## config.mk

```make
export PLATFORM = sky130hd
export DESIGN_NAME = instr_buffer
export DESIGN_NICKNAME = d
export VERILOG_FILES = /design/src/rtl/fetch_pkg.sv /design/src/rtl/instr_buffer.sv
export SDC_FILE = /design/constraint.sdc
export NUM_CORES = 1
export LEC_CHECK = 0
export ABC_AREA = 1
export BUFFER_PORTS_ARGS = -buffer_cell sky130_fd_sc_hd__buf_2
export CAP_MARGIN = 20
export CORE_ASPECT_RATIO = 0.9
export CORE_MARGIN = 4
export CORE_UTILIZATION = 30
export CTS_CLUSTER_SIZE = 20
export DETAILED_ROUTE_END_ITERATION = 7
export GPL_ROUTABILITY_DRIVEN = 0
export HOLD_SLACK_MARGIN = 0.05
export REMOVE_ABC_BUFFERS = 1
export SYNTH_ARGS = -nofsm -noshare
export SYNTH_HDL_FRONTEND = slang
export SYNTH_SLANG_ARGS = --single-unit
```

## constraint.sdc

```tcl
create_clock -name clk -period 8.8 [get_ports clk]
set_input_delay 1.76 -clock clk [delete_from_list [all_inputs] [get_ports clk]]
set_output_delay 1.76 -clock clk [all_outputs]
set_load 0.03 [all_outputs]
```

## src/rtl/fetch_pkg.sv

```systemverilog
// Shared types and constants for the fetch / instruction-buffer path.
package fetch_pkg;

    // One buffered instruction together with its PC.
    typedef struct packed {
        logic [31:0] instr;
        logic [31:0] addr;
    } fetch_entry_t;

    // RV32I canonical NOP (addi x0, x0, 0); used as filler on idle fetch lanes.
    localparam logic [31:0] NOP_INSTR = 32'h0000_0013;

endpackage

```

## src/rtl/instr_buffer.sv

```systemverilog
// Dual-issue instruction buffer between fetch and decode.
// Accepts up to two instructions per cycle and presents the two oldest
// entries in program order. The fetch throttle comes from registered
// occupancy only. A taken branch or reset discards all contents.
module instr_buffer
    import fetch_pkg::*;
#(
    parameter int DEPTH = 8
) (
    input  logic        clk,
    input  logic        reset,
    input  logic        flush,
    input  logic [31:0] instructionA,
    input  logic [31:0] instructionB,
    input  logic [31:0] addressA,
    input  logic [31:0] addressB,
    input  logic        instructionA_valid,
    input  logic        instructionB_valid,
    output logic        stall,
    output logic [31:0] issue0_instr,
    output logic [31:0] issue0_addr,
    output logic        issue0_valid,
    input  logic        issue0_ready,
    output logic [31:0] issue1_instr,
    output logic [31:0] issue1_addr,
    output logic        issue1_valid,
    input  logic        issue1_ready
);

    localparam int PW = $clog2(DEPTH);
    localparam int CW = PW + 1;

    // Two write ports and two read ports per cycle, so this stays a plain
    // register array rather than block RAM.
    fetch_entry_t    r_mem [DEPTH];
    logic [PW-1:0]   r_rd_ptr;
    logic [PW-1:0]   r_wr_ptr;
    logic [CW-1:0]   r_count;

    logic            w_push_a;
    logic            w_push_b;
    logic [1:0]      w_nin;
    logic [1:0]      w_nout;
    logic            w_pop0;
    logic            w_pop1;
    logic            w_has1;
    logic            w_has2;
    logic [PW-1:0]   w_rd_ptr1;
    logic [PW-1:0]   w_wr_ptr1;
    fetch_entry_t    w_head0;
    fetch_entry_t    w_head1;

    // Push qualification: B is only accepted alongside A.
    always_comb begin
        w_push_a = instructionA_valid;
        w_push_b = instructionA_valid & instructionB_valid;
        w_nin    = {1'b0, w_push_a} + {1'b0, w_push_b};
    end

    // Occupancy-derived status. Stall depends on the registered count only,
    // because the fetcher gates its valids with it.
    always_comb begin
        w_has1 = (r_count != '0);
        w_has2 = (r_count >= CW'(2));
        stall  = (r_count >= CW'(DEPTH - 1));
    end

    // Read side: slot 0 is the oldest entry, slot 1 the next one.
    // Valids are suppressed while the buffer is being discarded.
    always_comb begin
        w_rd_ptr1    = r_rd_ptr + PW'(1);
        w_head0      = r_mem[r_rd_ptr];
        w_head1      = r_mem[w_rd_ptr1];
        issue0_valid = w_has1 & ~flush & ~reset;
        issue1_valid = w_has2 & ~flush & ~reset;
        issue0_instr = w_has1 ? w_head0.instr : '0;
        issue0_addr  = w_has1 ? w_head0.addr  : '0;
        issue1_instr = w_has2 ? w_head1.instr : '0;
        issue1_addr  = w_has2 ? w_head1.addr  : '0;
    end

    // Retirement: slot 1 only retires together with slot 0 to keep order.
    always_comb begin
        w_pop0 = issue0_valid & issue0_ready;
        w_pop1 = w_pop0 & issue1_valid & issue1_ready;
        w_nout = {1'b0, w_pop0} + {1'b0, w_pop1};
    end

    // Pointer and occupancy update; reset and flush both empty the buffer.
    always_ff @(posedge clk) begin
        if (reset || flush) begin
            r_rd_ptr <= '0;
            r_wr_ptr <= '0;
            r_count  <= '0;
        end else begin
            r_wr_ptr <= r_wr_ptr + PW'(w_nin);
            r_rd_ptr <= r_rd_ptr + PW'(w_nout);
            r_count  <= r_count + CW'(w_nin) - CW'(w_nout);
        end
    end

    assign w_wr_ptr1 = r_wr_ptr + PW'(1);

    // Entry writes: A at the write pointer, B right after it (wraps freely).
    // Wrong-path pushes in a flush or reset cycle are dropped.
    always_ff @(posedge clk) begin
        if (!reset && !flush) begin
            if (w_push_a) begin
                r_mem[r_wr_ptr] <= '{instr: instructionA, addr: addressA};
            end
            if (w_push_b) begin
                r_mem[w_wr_ptr1] <= '{instr: instructionB, addr: addressB};
            end
        end
    end

endmodule

```

# Yosys cells after proc, flatten, opt, wreduce, memory -nomap -nowiden

Memory sizes are Yosys's and may differ from the RTL's. A register that Yosys moved wholly into a read port is not among the register bits.
Cells that the tools add are included.

Memories: 1
Register bits after elaboration: 10
Logic and storage cells: 40
RAM bits: 512

Memory list:

| memory | depth | bits a word | rd ports | clocked after Yosys merged registers in | wr ports | line               | text |
|---|---|---|---|---|---|---|---|
| r_mem  | 8     | 64          | 2        | 1                                       | 2        | instr_buffer.sv:35 | `fetch_entry_t r_mem [DEPTH];` |

$add $sub $neg: 8
Muxes and demuxes: 11
Reduce and logical (&&, ||, !) cells: 5
Order comparisons: 2
Bitwise logic cells: 10

Operators by type and width:

| kind                                                | number |
|---|---|
| 2-to-1 mux 32 bit                                   | 4 |
| bitwise AND 1 bit                                   | 8 |
| adder 3 x 1 -> 3 bit, second input constant         | 2 |
| adder 3 x 2 -> 3 bit                                | 2 |
| 2-to-1 mux 1 bit                                    | 6 |
| adder 1 x 1 -> 2 bit                                | 2 |
| adder 4 x 2 -> 4 bit                                | 1 |
| >= comparator 4 x 2 -> 1 bit, second input constant | 1 |
| >= comparator 4 x 3 -> 1 bit, second input constant | 1 |
| nonzero test 4 bit                                  | 1 |
| subtractor 4 x 2 -> 4 bit                           | 1 |
| 2-to-1 mux 3 bit                                    | 1 |
| logical NOT 1 bit                                   | 2 |
| inverter 1 bit                                      | 2 |
| logical AND 1 bit                                   | 1 |
| logical OR 1 bit                                    | 1 |

# Logic depth before layout (Yosys ltp)

Depth after elaboration: 9
Depth in mapped cells: 17
Depth with buffers taken out: 16

# Least setup slack after synthesis

OpenSTA, ideal clock, no wires.

Kind: input port to flip-flop
Start: input reset
End: memory r_mem[0][0] (netlist bit), enable pin
Required time: 8.226 ns
Arrival time: 6.808 ns
Cell stages on the path: 5
Library setup time: 0.574 ns
Slack: 1.418 ns
Cell sequence: nor2_4 inv_1 nor2_1 nand3_1 o21ai_0

RTL lines:

| element         | line               | text |
|---|---|---|
| start, declared | instr_buffer.sv:11 | `input logic reset,` |
| end, declared   | instr_buffer.sv:35 |  |

# Final worst setup path

Start: register r_rd_ptr[0]
End: output issue1_addr[16]

Word-level cells in the longest chain between the ends: 3

Ends and longest elaborated chain:

| element                | line               | text |
|---|---|---|
| start, declared        | instr_buffer.sv:36 | `logic [PW-1:0] r_rd_ptr;` |
| start signal, assigned | instr_buffer.sv:97 | `r_rd_ptr <= r_rd_ptr + PW'(w_nout);` |
| adder 3 x 1 -> 3 bit   | instr_buffer.sv:71 | `w_rd_ptr1 = r_rd_ptr + PW'(1);` |
| memory (8 x 64 bit)    | --                 |  |
| 2-to-1 mux 32 bit      | instr_buffer.sv:79 | `issue1_addr = w_has2 ? w_head1.addr : '0;` |
| end, declared          | instr_buffer.sv:25 | `output logic [31:0] issue1_addr,` |

No other way between the ends.

==> flow_summary.toml <==
[finish]
register_area_sq_mm = 0.0156
stdcell_count = 6886
area_growth_pct = 10.7
layout_common_cells = "nand2_1, nand3_1, inv_1"
fin_nets = 5409
fin_util_pct = 33.4
nFillCells = 12300
final_common_cell = "nand2_1"
multi_input_area_sq_mm = 0.0156
drive_above_1_share_pct = 8.56

[sta]
post-route-period-util_pct = 77.4
slew_viol_final = 0
setup_viol = 0
tightest_slew_ps = 1170
hold_violations = 0
holdWs_ps = 634
fmax_ghz = 0.147
period_minus_slack_ps = 6810
rsz0062_at_grt = "false"
finalClockSkew_ps = 20.5
relSlewSlack_pct = 21.8

[route]
avgViaCountPerCell = 4.92
wl_met2_microns = 61500
routedWlPerCell_microns = 19.4
drt-pass1-iter-count = 6
drtAntennaViolNets = 0
initialDrtViolationCount = 3950
num_vias = 33900
routed_wl_microns = 134000
met1_length_microns = 55600
drc = 0
dr_wl_met3_microns = 12200
top_layer_used = "met5"

[min_path]
hp-start = "r_wr_ptr[2]"
whs_path_depth = 2
min_delay_worst_endpoint = "r_wr_ptr[2]"
holdCritPathClass = "reg -> reg"

[power]
seq_power_share_pct = 44.4
combPwrFrac_pct = 13.6
switching_share_pct = 28.6
vdd_drop_max_mv = 0.116
p_sw_uw = 1780
intPower_uw = 4450
p_per_area_mw_per_mm2 = 159
p_leak_uw = 0.0192
clkPwrFrac_pct = 42.0

[floorplanning]
io_pins = 266
die_x_microns = 370
die_area_sq_mm = 0.123
rows = 119
core_region_area_sq_mm = 0.117
fp.dieH_microns = 333
start_util_pct = 30.2

[clock_tree]
cts_tree = "yes"
cts_buffers = 68
clkLatencyLatePin_ps = 640
cts_sinks = 522
postCtsSetupRepairBufs = 0
post_cts_resized = 0
holdBufCountCts = 0
path_clk_slew_ps = 50
cts_htree_levels = 3
cts_root_buffer = "clkbuf_16"
clockBufferDepth = 3

[synth]
synth-seq-cells = 522
ys.flop_type = "edfxtp_1"
yosysUniqueCellTypes = 23
synth_top_area_share_pct = 43.5
synthArstFlopShare_pct = 0
avgSynthCellArea_sq_um = 6.65
synth-seq-area-share_pct = 44.1
syn-cell-area_sq_mm = 0.0353
syn_inst = 5313
synth_edf_count = 512
post-synth-top-area-cell = "edfxtp_1"
yosys_warnings = 0
yosys-top-cells-area = "edfxtp_1, nand2_1, nand3_1"

[critical_path]
start_kind = "flop"
r2r_slack_ps = 5190
cp-end-kind = "output port"
rr_startpoint = "r_wr_ptr[0]"
critical_path_class = "reg -> out"
required_ps = 7040
worstPathArrival_ps = 5050
crit_fanout = 106
reg2reg_depth = 8
r2r-end = "r_mem[1][46]"

[placed_design]
numPortBuffers = 265
hpwl_microns = 75400
place_inst = 6761

[flow_run]
drv_cap = 0

[global_routing]
grt_usage_pct = 20.9
grt_pass1_wl_microns = 196000
grt_pass1_vias = 31400
grt_max_degree = 194
antenna_found_initial = 17
grt-ovfl-total = 0

[status]
status = "completed"
-- worst max-delay path by stage --
| stage | start | to | cells after the start |
|---|---|---|---|
| floorplan | r_rd_ptr[0] | issue0_addr[30] | 6 |
| global placement | r_rd_ptr[1] | issue1_addr[18] | 8 |
| detailed placement | r_rd_ptr[0] | issue1_addr[16] | 8 |
| CTS | r_rd_ptr[0] | issue1_addr[16] | 8 |
| global route | r_rd_ptr[0] | issue1_addr[16] | 8 |
| finish | r_rd_ptr[0] | issue1_addr[16] | 8 |
-- flip-flops by register name, indices dropped and copies added (netlist names) --
name and cells:
r_wr_ptr 3, r_mem 512, r_rd_ptr 3, r_count 4
-- cell type report --
class,count,share of cell area [%]
sequential,522,39.9
tap,1573,5.04
inverter,545,5.27
timing repair buffer,319,4.69
clock inverter,33,0.503
multi-input combinational,3802,40.0
antenna,8,0.0512
clock buffer,84,4.62
-- cells by family (layout without fill, tap and decap cells) --
family | Yosys count | in the layout | share of synthesized area [%]
buf+inv | 989 | 981 | 12.3
flops | 522 | 522 | 44.1
fa+ha+maj | 16 | 16 | 0.652
compound gates | 74 | 74 | 1.05
other cells | 0 | 8 | 0
xor+xnor | 5 | 5 | 0.124
simple gates | 3707 | 3707 | 41.8
-- critical path, stage by stage (launching register included) --
cell,delay (ps)
dfxtp_4,880
buf_4,710
buf_4,760
buf_4,910
o21ai_0,210
nor2_1,120
nor2_1,60
nor2_1,290
buf_2,270
-- synth_stat cells (9+ instances only) --
cell type  instances
buf_1             31
o21ai_0           71
inv_2              9
clkbuf_1         126
buf_4             14
nor2_1           395
nand3_1          586
inv_1            536
nand2_1         2711
ha_1              12
buf_2            189
buf_6             35
nor2_4             9
edfxtp_1         512
dfxtp_1           10
clkbuf_2          49
-- per-stage QoR --
step | instance area, sq um | power [uW] | setup TNS [ps] | setup slack, ps
2_1_floorplan | 33000 | 3330 | -1880530 | -14700
3_3_place_gp | 37000 | 3650 | 0 | 2590
3_5_place_dp | 37100 | 3670 | 0 | 2840
4_1_cts | 39100 | 6280 | 0 | 2140
5_1_grt | 39100 | 6450 | 0 | 1760
6_report | 39100 | 6230 | 0 | 1990
-- power groups by stage --
stage	Sequential [uW]	Clock [uW]	Combinational [uW]
2_1_floorplan	2830	0	505
3_3_place_gp	2820	0	835
3_5_place_dp	2820	0	847
4_1_cts	2770	2670	849
5_1_grt	2770	2760	923
6_report	2770	2620	845
-- routing by layer --
metal	up-vias	global-route usage (%)
met5	-	0
met1	15800	28.1
li1	16100	-
met4	10	7.41
met3	274	3.54
met2	1640	34.0
(Power assumes the default switching activity.)
